## config.mk

```make
export PLATFORM = sky130hd
export DESIGN_NAME = adder_req_driver_flat
export DESIGN_NICKNAME = d
export VERILOG_FILES = /design/src/rtl/adder_drv_pkg.sv /design/src/rtl/adder_req_driver_if.sv /design/src/rtl/adder_req_driver_settle_timer.sv /design/src/rtl/adder_req_driver.sv /design/src/flat_wrapper.sv
export SDC_FILE = /design/constraint.sdc
export NUM_CORES = 1
export LEC_CHECK = 0
export BUFFER_PORTS_ARGS = -buffer_cell sky130_fd_sc_hd__buf_2
export CORE_UTILIZATION = 45
export DETAILED_ROUTE_END_ITERATION = 12
export PLACE_DENSITY = 0.75
export SYNTH_ARGS = -nofsm -noshare
export SYNTH_HDL_FRONTEND = slang
export SYNTH_SLANG_ARGS = --single-unit
export TNS_END_PERCENT = 1
```

## constraint.sdc

```tcl
create_clock -name clk -period 1.5 [get_ports clk]
set_input_delay 0.15 -clock clk [delete_from_list [all_inputs] [get_ports clk]]
set_output_delay 0.15 -clock clk [all_outputs]
set_load 0.03 [all_outputs]
```

## src/rtl/adder_drv_pkg.sv

```systemverilog
// Shared types and widths for the adder request driver.
// Operand/sum widths must match the intf bus.
package adder_drv_pkg;

    localparam int OP_W  = 4;
    localparam int SUM_W = 5;

    typedef enum logic [1:0] {
        IDLE,
        SETTLE,
        RESP
    } drv_state_t;

    // Zero-extended sum; bit 4 holds the carry, so it cannot overflow.
    function automatic logic [SUM_W-1:0] ref_sum(
        input logic [OP_W-1:0] a,
        input logic [OP_W-1:0] b
    );
        return {1'b0, a} + {1'b0, b};
    endfunction

endpackage

```

## src/rtl/adder_req_driver_if.sv

```systemverilog
// Adder bus: the driver drives a/b, the dut side returns c.
// The driver side reads c back for checking.
interface intf;
    import adder_drv_pkg::*;

    logic [OP_W-1:0]  a;
    logic [OP_W-1:0]  b;
    logic [SUM_W-1:0] c;

    modport driver (
        output a,
        output b,
        input  c
    );

    modport dut (
        input  a,
        input  b,
        output c
    );

endinterface

```

## src/rtl/adder_req_driver_settle_timer.sv

```systemverilog
// Down-counter that times how long a/b settle before c is sampled.
// Loads SETTLE_CYCLES-1 on accept; done flags the sampling edge.
module drv_settle_timer #(
    parameter int SETTLE_CYCLES = 1
) (
    input  logic clk,
    input  logic rst,
    input  logic load,
    input  logic en,
    output logic done
);

    localparam int W = (SETTLE_CYCLES > 1) ? $clog2(SETTLE_CYCLES + 1) : 1;
    localparam logic [W-1:0] LOAD_VAL = W'(SETTLE_CYCLES - 1);

    logic [W-1:0] cnt;

    // Load on accept, then count down while the driver is settling.
    always_ff @(posedge clk) begin
        if (rst) begin
            cnt <= '0;
        end else if (load) begin
            cnt <= LOAD_VAL;
        end else if (en && cnt != '0) begin
            cnt <= cnt - 1'b1;
        end
    end

    assign done = (cnt == '0);

endmodule

```

## src/rtl/adder_req_driver.sv

```systemverilog
// Drives operand requests onto the adder bus, samples c after a
// settle time and returns the sum with a mismatch flag.
module adder_req_driver
    import adder_drv_pkg::*;
#(
    parameter int SETTLE_CYCLES = 1,
    parameter int CNT_W         = 8
) (
    input  logic             clk,
    input  logic             rst,
    intf.driver              bus,
    input  logic             req_valid,
    output logic             req_ready,
    input  logic [OP_W-1:0]  req_a,
    input  logic [OP_W-1:0]  req_b,
    output logic             rsp_valid,
    input  logic             rsp_ready,
    output logic [SUM_W-1:0] rsp_sum,
    output logic             rsp_err,
    output logic [CNT_W-1:0] txn_count,
    output logic [CNT_W-1:0] err_count
);

    if (SETTLE_CYCLES < 1) begin : g_bad_settle
        $error("SETTLE_CYCLES must be >= 1");
    end

    drv_state_t state;
    drv_state_t state_nxt;

    logic accept;
    logic deliver;
    logic settle_done;
    logic in_settle;

    assign accept    = req_valid && req_ready;
    assign deliver   = rsp_valid && rsp_ready;
    assign in_settle = (state == SETTLE);

    drv_settle_timer #(
        .SETTLE_CYCLES(SETTLE_CYCLES)
    ) u_timer (
        .clk  (clk),
        .rst  (rst),
        .load (accept),
        .en   (in_settle),
        .done (settle_done)
    );

    // State register.
    always_ff @(posedge clk) begin
        if (rst) begin
            state <= IDLE;
        end else begin
            state <= state_nxt;
        end
    end

    // Next-state decode.
    always_comb begin
        state_nxt = state;
        unique case (state)
            IDLE:    if (accept)      state_nxt = SETTLE;
            SETTLE:  if (settle_done) state_nxt = RESP;
            RESP:    if (deliver)     state_nxt = IDLE;
            default:                  state_nxt = IDLE;
        endcase
    end

    // Handshake outputs decoded from state.
    always_comb begin
        req_ready = 1'b0;
        rsp_valid = 1'b0;
        unique case (state)
            IDLE:    req_ready = 1'b1;
            RESP:    rsp_valid = 1'b1;
            default: ;
        endcase
    end

    // Operands hold their last value between transactions.
    always_ff @(posedge clk) begin
        if (rst) begin
            bus.a <= '0;
            bus.b <= '0;
        end else if (accept) begin
            bus.a <= req_a;
            bus.b <= req_b;
        end
    end

    // Capture c once settled; held until the response is taken.
    always_ff @(posedge clk) begin
        if (rst) begin
            rsp_sum <= '0;
            rsp_err <= 1'b0;
        end else if (in_settle && settle_done) begin
            rsp_sum <= bus.c;
            rsp_err <= (bus.c != ref_sum(bus.a, bus.b));
        end
    end

    // txn_count wraps; err_count sticks at all-ones.
    always_ff @(posedge clk) begin
        if (rst) begin
            txn_count <= '0;
            err_count <= '0;
        end else if (deliver) begin
            txn_count <= txn_count + 1'b1;
            if (rsp_err && err_count != '1) begin
                err_count <= err_count + 1'b1;
            end
        end
    end

endmodule
```

## src/flat_wrapper.sv

```systemverilog
// flat-port wrapper written by rule: the top's interface ports become plain ports
module adder_req_driver_flat import adder_drv_pkg::*;
#(
    parameter int SETTLE_CYCLES = 1,
    parameter int CNT_W         = 8
)
  (clk, rst, req_valid, req_ready, req_a, req_b, rsp_valid, rsp_ready, rsp_sum, rsp_err, txn_count, err_count, bus_a, bus_b, bus_c);
  intf bus_i ();
  input  logic clk;
  input  logic rst;
  input  logic req_valid;
  output logic req_ready;
  input  logic [OP_W-1:0] req_a;
  input  logic [OP_W-1:0] req_b;
  output logic rsp_valid;
  input  logic rsp_ready;
  output logic [SUM_W-1:0] rsp_sum;
  output logic rsp_err;
  output logic [CNT_W-1:0] txn_count;
  output logic [CNT_W-1:0] err_count;
  output wire logic [$bits(bus_i.a)-1:0] bus_a;
  output wire logic [$bits(bus_i.b)-1:0] bus_b;
  input wire logic [$bits(bus_i.c)-1:0] bus_c;
  assign bus_a = bus_i.a;
  assign bus_b = bus_i.b;
  assign bus_i.c = bus_c;
  adder_req_driver #(.SETTLE_CYCLES(SETTLE_CYCLES), .CNT_W(CNT_W)) u_core (.clk(clk), .rst(rst), .bus(bus_i), .req_valid(req_valid), .req_ready(req_ready), .req_a(req_a), .req_b(req_b), .rsp_valid(rsp_valid), .rsp_ready(rsp_ready), .rsp_sum(rsp_sum), .rsp_err(rsp_err), .txn_count(txn_count), .err_count(err_count));
endmodule
```

==> results.py, run 1 <==
metrics = {
    "run_status": {
        "status": "finished with violations",
        "violations": "setup timing",
    },
    "clocking": {
        "cts.reportedPaths.clkPinSlew_ps": 90,
        "post_cts_buffers": 0,
        "clock_latency_ps": 320,
        "hold_buffers": 0,
        "cts-root-buf": "clkbuf_4",
        "cts_tree": "built",
        "cts_max_level": 2,
        "cts_sinks": 33,
        "clockBufferDepth": 2,
        "cts_buffers": 5,
    },
    "floorplanning": {
        "num_rows": 20,
        "start_util_pct": 49.1,
        "core_sq_um": 3150,
        "dieArea_sq_um": 3680,
        "die_w_microns": 60.6,
        "pin_count": 49,
        "die_y_microns": 60.6,
    },
    "yosys": {
        "postSynth.asyncResetShare_pct": 0,
        "ys_types": 34,
        "syn_inst": 162,
        "ys_top_cells_by_count": "33 x dfxtp_1, 33 x nor2_1, 15 x mux2i_1",
        "synthXorXnorAreaFrac_pct": 9.62,
        "synth-simple-area-share_pct": 20.6,
        "synth.avg_cell_area_sq_um": 9.55,
        "ys_warn_count": 0,
        "synth_compound_area_share_pct": 8.16,
        "syn_nets": 186,
        "synth_top_area_share_pct": 42.7,
        "synth_fa_ha_area_share_pct": 6.14,
        "syn_area_sq_um": 1550,
        "muxShareOfSynthArea_pct": 10.4,
        "synth_edf_count": 0,
        "synth_top_family_by_area": "simple AND/OR/NAND/NOR gates",
        "ys.flop_type": "dfxtp_1",
        "synth.area.top_cells": "dfxtp_1 43%, mux2i_1 9.7%, nor2_1 8.0%",
        "yosysTopAreaCell": "dfxtp_1",
        "synth.yosys.seq_area_share_pct": 42.7,
        "ys_ff_latch": 33,
    },
    "sta": {
        "rsz0062_at_grt": "true",
        "period_needed_ps": 1600,
        "period_share_pct": 107,
        "fin_skew_ps": 3.87,
        "max_freq_mhz": 624,
        "drv_slew": 0,
        "hold_viol_final": 0,
        "finalWorstSetupSlack_ps": -103,
        "maxSlewHeadroom_pct": 81.0,
        "setup_viol": 1,
        "tightestPinTransition_ps": 284,
    },
    "finish": {
        "finalNetCount": 242,
        "final_core_util_pct": 62.5,
        "post_route_cells_drive_above_1_share_pct": 36.1,
        "final_cells": 263,
        "synthToLayoutAreaGrowth_pct": 27.3,
        "diodes": 0,
    },
    "job": {
        "cap_violations": 0,
    },
    "placement": {
        "dpl.hpwl_microns": 2580,
        "portBuffers": 48,
        "dp.cells": 255,
        "globalplace.congestion": 0.782,
        "dp_slack_ps": -111,
    },
    "grt": {
        "grt_max_degree": 14,
        "track_usage_pct": 19.9,
        "grt-ovfl-total": 0,
        "antenna_found_initial": 0,
        "grt_pass1_wl_microns": 5280,
        "first_global_vias": 1264,
    },
    "route": {
        "antenna_left": 0,
        "wirelength_microns": 3300,
        "vias": 1361,
        "drt_iter0_markers": 36,
        "wl_per_cell_microns": 12.5,
        "routed_via_density": 5.17,
        "dr.pass1.iters": 4,
        "drcViolationCount": 0,
    },
    "worst_setup_path": {
        "worstSetupPathType": "reg -> reg",
        "crit_path_max_fanout": 3,
        "cp.required_ps": 1730,
        "endpoint_kind": "flip-flop",
        "cp_slowest_cell": "dfxtp_4",
        "crit_chain": "ha_4 -> fa_2 -> a21o_1 -> a21oi_2 -> xor2_1 -> a311oi_1",
        "max_stage_delay_ps": 360,
        "worst-endpoint-arrival_ps": 1830,
        "start_kind": "flip-flop",
    },
    "power_and_ir_drop": {
        "power_density_nw_per_um2": 851,
        "vdd.ir_drop.worst_uv": 588,
        "power_leakage_nw": 0.914,
    },
    "min_path": {
        "hp-class": "in -> reg",
    },
}
## per-stage QoR
step	TNS (ps)	hold WS, ps	cell area, sq um	power, mW
6_report	-103	70.1	1970	1.68
5_1_grt	-163	85.1	1970	1.77
4_1_cts	-103	67.5	1950	1.69
3_5_place_dp	-111	408	1910	1.23
3_3_place_gp	-25.5	381	1910	1.22
2_1_floorplan	-103	296	1580	1.14
## sequential cells by signal (all words and copies together), names as in the netlist
| register | flops |
|---|---|
| u_core.rsp_err | 1 |
| u_core.err_count | 8 |
| u_core.bus.b | 4 |
| u_core.bus.a | 4 |
| u_core.txn_count | 8 |
| u_core.state | 2 |
| u_core.u_timer.cnt | 1 |
| u_core.rsp_sum | 5 |
## timing repair
action / 4_1_cts / 5_1_grt
cloned: 0 / 0
pin swaps: 1 / 1
resized for setup: 0 / 3
endpoints found under the setup margin: 1 / 2
## cell type report
| cell class | count | area [sq um] |
|---|---|---|
| Inverter | 2 | 7.51 |
| Tap cell | 44 | 55.1 |
| Timing Repair Buffer | 56 | 300 |
| Fill cell | 308 | 1180 |
| Sequential cell | 33 | 671 |
| Clock buffer | 8 | 48.8 |
| Multi-Input combinational cell | 120 | 888 |
## kinds of logic after synthesis
group	after synthesis
flip-flops	33
AO/OA/AOI/OAI	18
adder cells (fa/ha/maj)	7
buffers and inverters	9
multiplexers	16
AND/OR/NAND/NOR	62
XOR/XNOR	17
## critical path: cells and delay by family, from the launching register on
kind	cells	cell delay [ps]
compound gates	3	550
fa+ha+maj	2	520
flops	1	360
xor+xnor	1	80
## final timing paths
check        slack [ps]  depth (start not counted)               from                end
max                -100                          6    u_core.bus.b[0]     u_core.rsp_err
min                  70                          3           req_b[2]    u_core.bus.b[2]
max reg2reg        -100                          6    u_core.bus.b[0]     u_core.rsp_err
min reg2reg         500                          2  u_core.rsp_sum[2]  u_core.rsp_sum[2]
## cells in the final DEF, fill, tap and decap left out, types with 3 or more instances in the layout
| cell type | n |
|---|---|
| a21oi_1 | 5 |
| buf_2 | 48 |
| buf_4 | 8 |
| clkbuf_1 | 3 |
| clkbuf_4 | 5 |
| dfxtp_1 | 29 |
| ha_1 | 5 |
| mux2i_1 | 15 |
| nand2_1 | 5 |
| nand3_1 | 3 |
| nand4_1 | 3 |
| nor2_1 | 32 |
| nor3_1 | 3 |
| xnor2_1 | 8 |
| xor2_1 | 8 |
## per-layer routing
layer / vias to the layer above / wire length, microns / global-route usage (%)
met2: 43 / 1650 / 33.9
met3: 6 / 123 / 3.84
li1: 671 / - / -
met5: - / 0 / 0
met4: 0 / 55 / 10.7
met1: 641 / 1470 / 23.8
## where the power goes
part	switching, mW	internal, mW	leakage (nW)
Clock	0.275	0.187	0.0265
Sequential	0.0245	0.904	0.270
Combinational	0.165	0.122	0.617
(Power assumes the default switching activity.)
==> run 2: changes to the inputs <==
--- a/config.mk
+++ b/config.mk
@@ -6,9 +6,10 @@
 export NUM_CORES = 1
 export LEC_CHECK = 0
 export BUFFER_PORTS_ARGS = -buffer_cell sky130_fd_sc_hd__buf_2
-export CORE_UTILIZATION = 45
+export CORE_UTILIZATION = 47
+export CTS_BUF_LIST = sky130_fd_sc_hd__clkbuf_8
 export DETAILED_ROUTE_END_ITERATION = 12
-export PLACE_DENSITY = 0.75
+export PLACE_DENSITY = 0.77
 export SYNTH_ARGS = -nofsm -noshare
 export SYNTH_HDL_FRONTEND = slang
 export SYNTH_SLANG_ARGS = --single-unit
==> results.py, run 2 (synthesis results as in run 1) <==
metrics = {
    "finish": {
        "post_route_cells_drive_above_1_share_pct": 36.5,
        "reg.largest.list": "u_core.err_count (8), u_core.txn_count (8), u_core.rsp_sum (5)",
        "n_fill_cell": 261,
        "final_common_cell": "buf_2",
        "final_cell_mix": "48 x buf_2, 32 x nor2_1, 29 x dfxtp_1, 15 x mux2i_1, 9 x xnor2_1",
        "multi_input_area_sq_um": 877,
        "ff_latch_area_sq_um": 671,
        "finalNetCount": 242,
        "synthToLayoutAreaGrowth_pct": 30.8,
        "diodes": 0,
    },
    "sta": {
        "period_needed_ps": 1570,
        "drv_slew": 0,
        "tightestPinTransition_ps": 384,
        "fin_skew_ps": 6.81,
        "period_share_pct": 105,
        "hold_viol_final": 0,
        "finalWorstSetupSlack_ps": -73.1,
        "max_freq_mhz": 636,
        "maxSlewHeadroom_pct": 74.4,
        "holdWs_ps": 106,
        "rsz0062_at_grt": "true",
        "setup_viol": 1,
    },
    "job": {
        "cap_violations": 0,
    },
    "clocking": {
        "cts_buffers": 5,
        "cts_max_level": 2,
        "clockBufferDepth": 2,
        "cts_sinks": 33,
        "post_cts_buffers": 0,
        "clock_latency_ps": 280,
        "cts_tree": "built",
        "cts.reportedPaths.clkPinSlew_ps": 70,
        "cts-root-buf": "clkbuf_8",
        "hold_buffers": 0,
    },
    "worst_setup_path": {
        "endpoint": "u_core.rsp_err",
        "crit_chain": "ha_4 -> fa_2 -> a21o_1 -> a21oi_2 -> xor2_1 -> a311oi_1",
        "worstSetupPathType": "reg -> reg",
        "endpoint_kind": "flip-flop",
        "r2r_end": "u_core.rsp_err",
        "max_stage_delay_ps": 350,
        "path_depth": 6,
        "crit_start": "u_core.bus.b[0]",
        "cp.required_ps": 1650,
        "cpLargestDelayFamily": "adder cells",
        "worst-endpoint-arrival_ps": 1720,
        "cp.buffers_inverters": 0,
        "start_kind": "flip-flop",
        "r2r_cells": 6,
        "timing.rr.start": "u_core.bus.b[0]",
        "crit_path_max_fanout": 3,
        "r2r_slack_ps": -70,
        "cp_slowest_cell": "dfxtp_4",
    },
    "route": {
        "drt_iter0_markers": 48,
        "dr.pass1.iters": 4,
        "routed_via_density": 5.09,
        "drcViolationCount": 0,
        "vias": 1338,
        "antenna_left": 0,
        "wl_per_cell_microns": 12.2,
        "wirelength_microns": 3200,
    },
    "grt": {
        "grt-ovfl-total": 0,
        "first_global_vias": 1255,
        "track_usage_pct": 20.9,
        "antenna_found_initial": 0,
        "grt_pass1_wl_microns": 5440,
        "grt_max_degree": 22,
    },
    "floorplanning": {
        "core_sq_um": 3080,
        "dieArea_sq_um": 3530,
        "die_y_microns": 59.4,
        "num_rows": 20,
        "start_util_pct": 50.3,
        "die_w_microns": 59.4,
        "pin_count": 49,
    },
    "placement": {
        "dpl.hpwl_microns": 2470,
        "globalplace.congestion": 0.828,
        "portBuffers": 48,
        "dp_slack_ps": -96.8,
    },
    "power_and_ir_drop": {
        "power_density_nw_per_um2": 957,
        "power_leakage_nw": 0.943,
        "vdd.ir_drop.worst_uv": 755,
    },
    "run_status": {
        "violations": "setup timing",
        "status": "finished with violations",
    },
    "min_path": {
        "hold_path_depth": 3,
        "hp-class": "in -> reg",
    },
}
==> run 2: cell types whose count changed in the layout (fill, tap and decap cells not counted), sizes merged <==
cell,delta
clkinv,+1
clkbuf,-1
==> run 2: worst min-delay path by stage <==
stage               startpoint               to  slack, ps
floorplan             req_a[0]  u_core.bus.a[0]        300
global placement      req_b[2]  u_core.bus.b[2]        380
detailed placement    req_a[2]  u_core.bus.a[2]        390
CTS                   req_a[2]  u_core.bus.a[2]        100
global route          req_b[2]  u_core.bus.b[2]        110
finish                req_b[2]  u_core.bus.b[2]        110
==> run 2: report_power, final <==
part	switching [mW]	internal, mW
Combinational	0.163	0.124
Sequential	0.0232	0.905
Clock	0.308	0.414
==> run 2: stage by stage <==
stage	TNS, ps	util (%)	instance area [sq um]	power (mW)	cells
2_1_floorplan	-103	-	1580	1.14	162
3_3_place_gp	-29.6	62.3	1920	1.23	255
3_5_place_dp	-96.8	62.3	1920	1.24	255
4_1_cts	-86.8	65.6	2020	1.96	263
5_1_grt	-199	65.8	2020	2.03	263
6_report	-73.1	65.8	2020	1.94	263
==> run 2: final cells by class <==
type	instances	share of cell area, %
sequential	33	33.1
tap	44	2.72
clock inverter	1	0.247
inverter	2	0.371
multi-input combinational	120	43.3
timing repair buffer	56	15.5
clock buffer	7	4.76
==> run 2: what timing repair did <==
item                       in CTS  in global routing
pin swaps                       2                  0
resized for setup               0                  1
setup endpoints to repair       1                  2
==> run 2: metal layers <==
| metal | vias up | part of all wire [%] | track usage (%) |
|---|---|---|---|
| met3 | 6 | 4.7 | 5.68 |
| li1 | 664 | - | - |
| met5 | - | 0 | 0 |
| met1 | 633 | 43 | 25.1 |
| met4 | 0 | 0.91 | 9.86 |
| met2 | 35 | 51 | 34.5 |
==> run 2: worst register-to-register path: stages, from the launching register on <==
cell and delay [ps]:
dfxtp_4 350, ha_4 160, fa_2 350, a21o_1 180
a21oi_2 140, xor2_1 160, a311oi_1 100
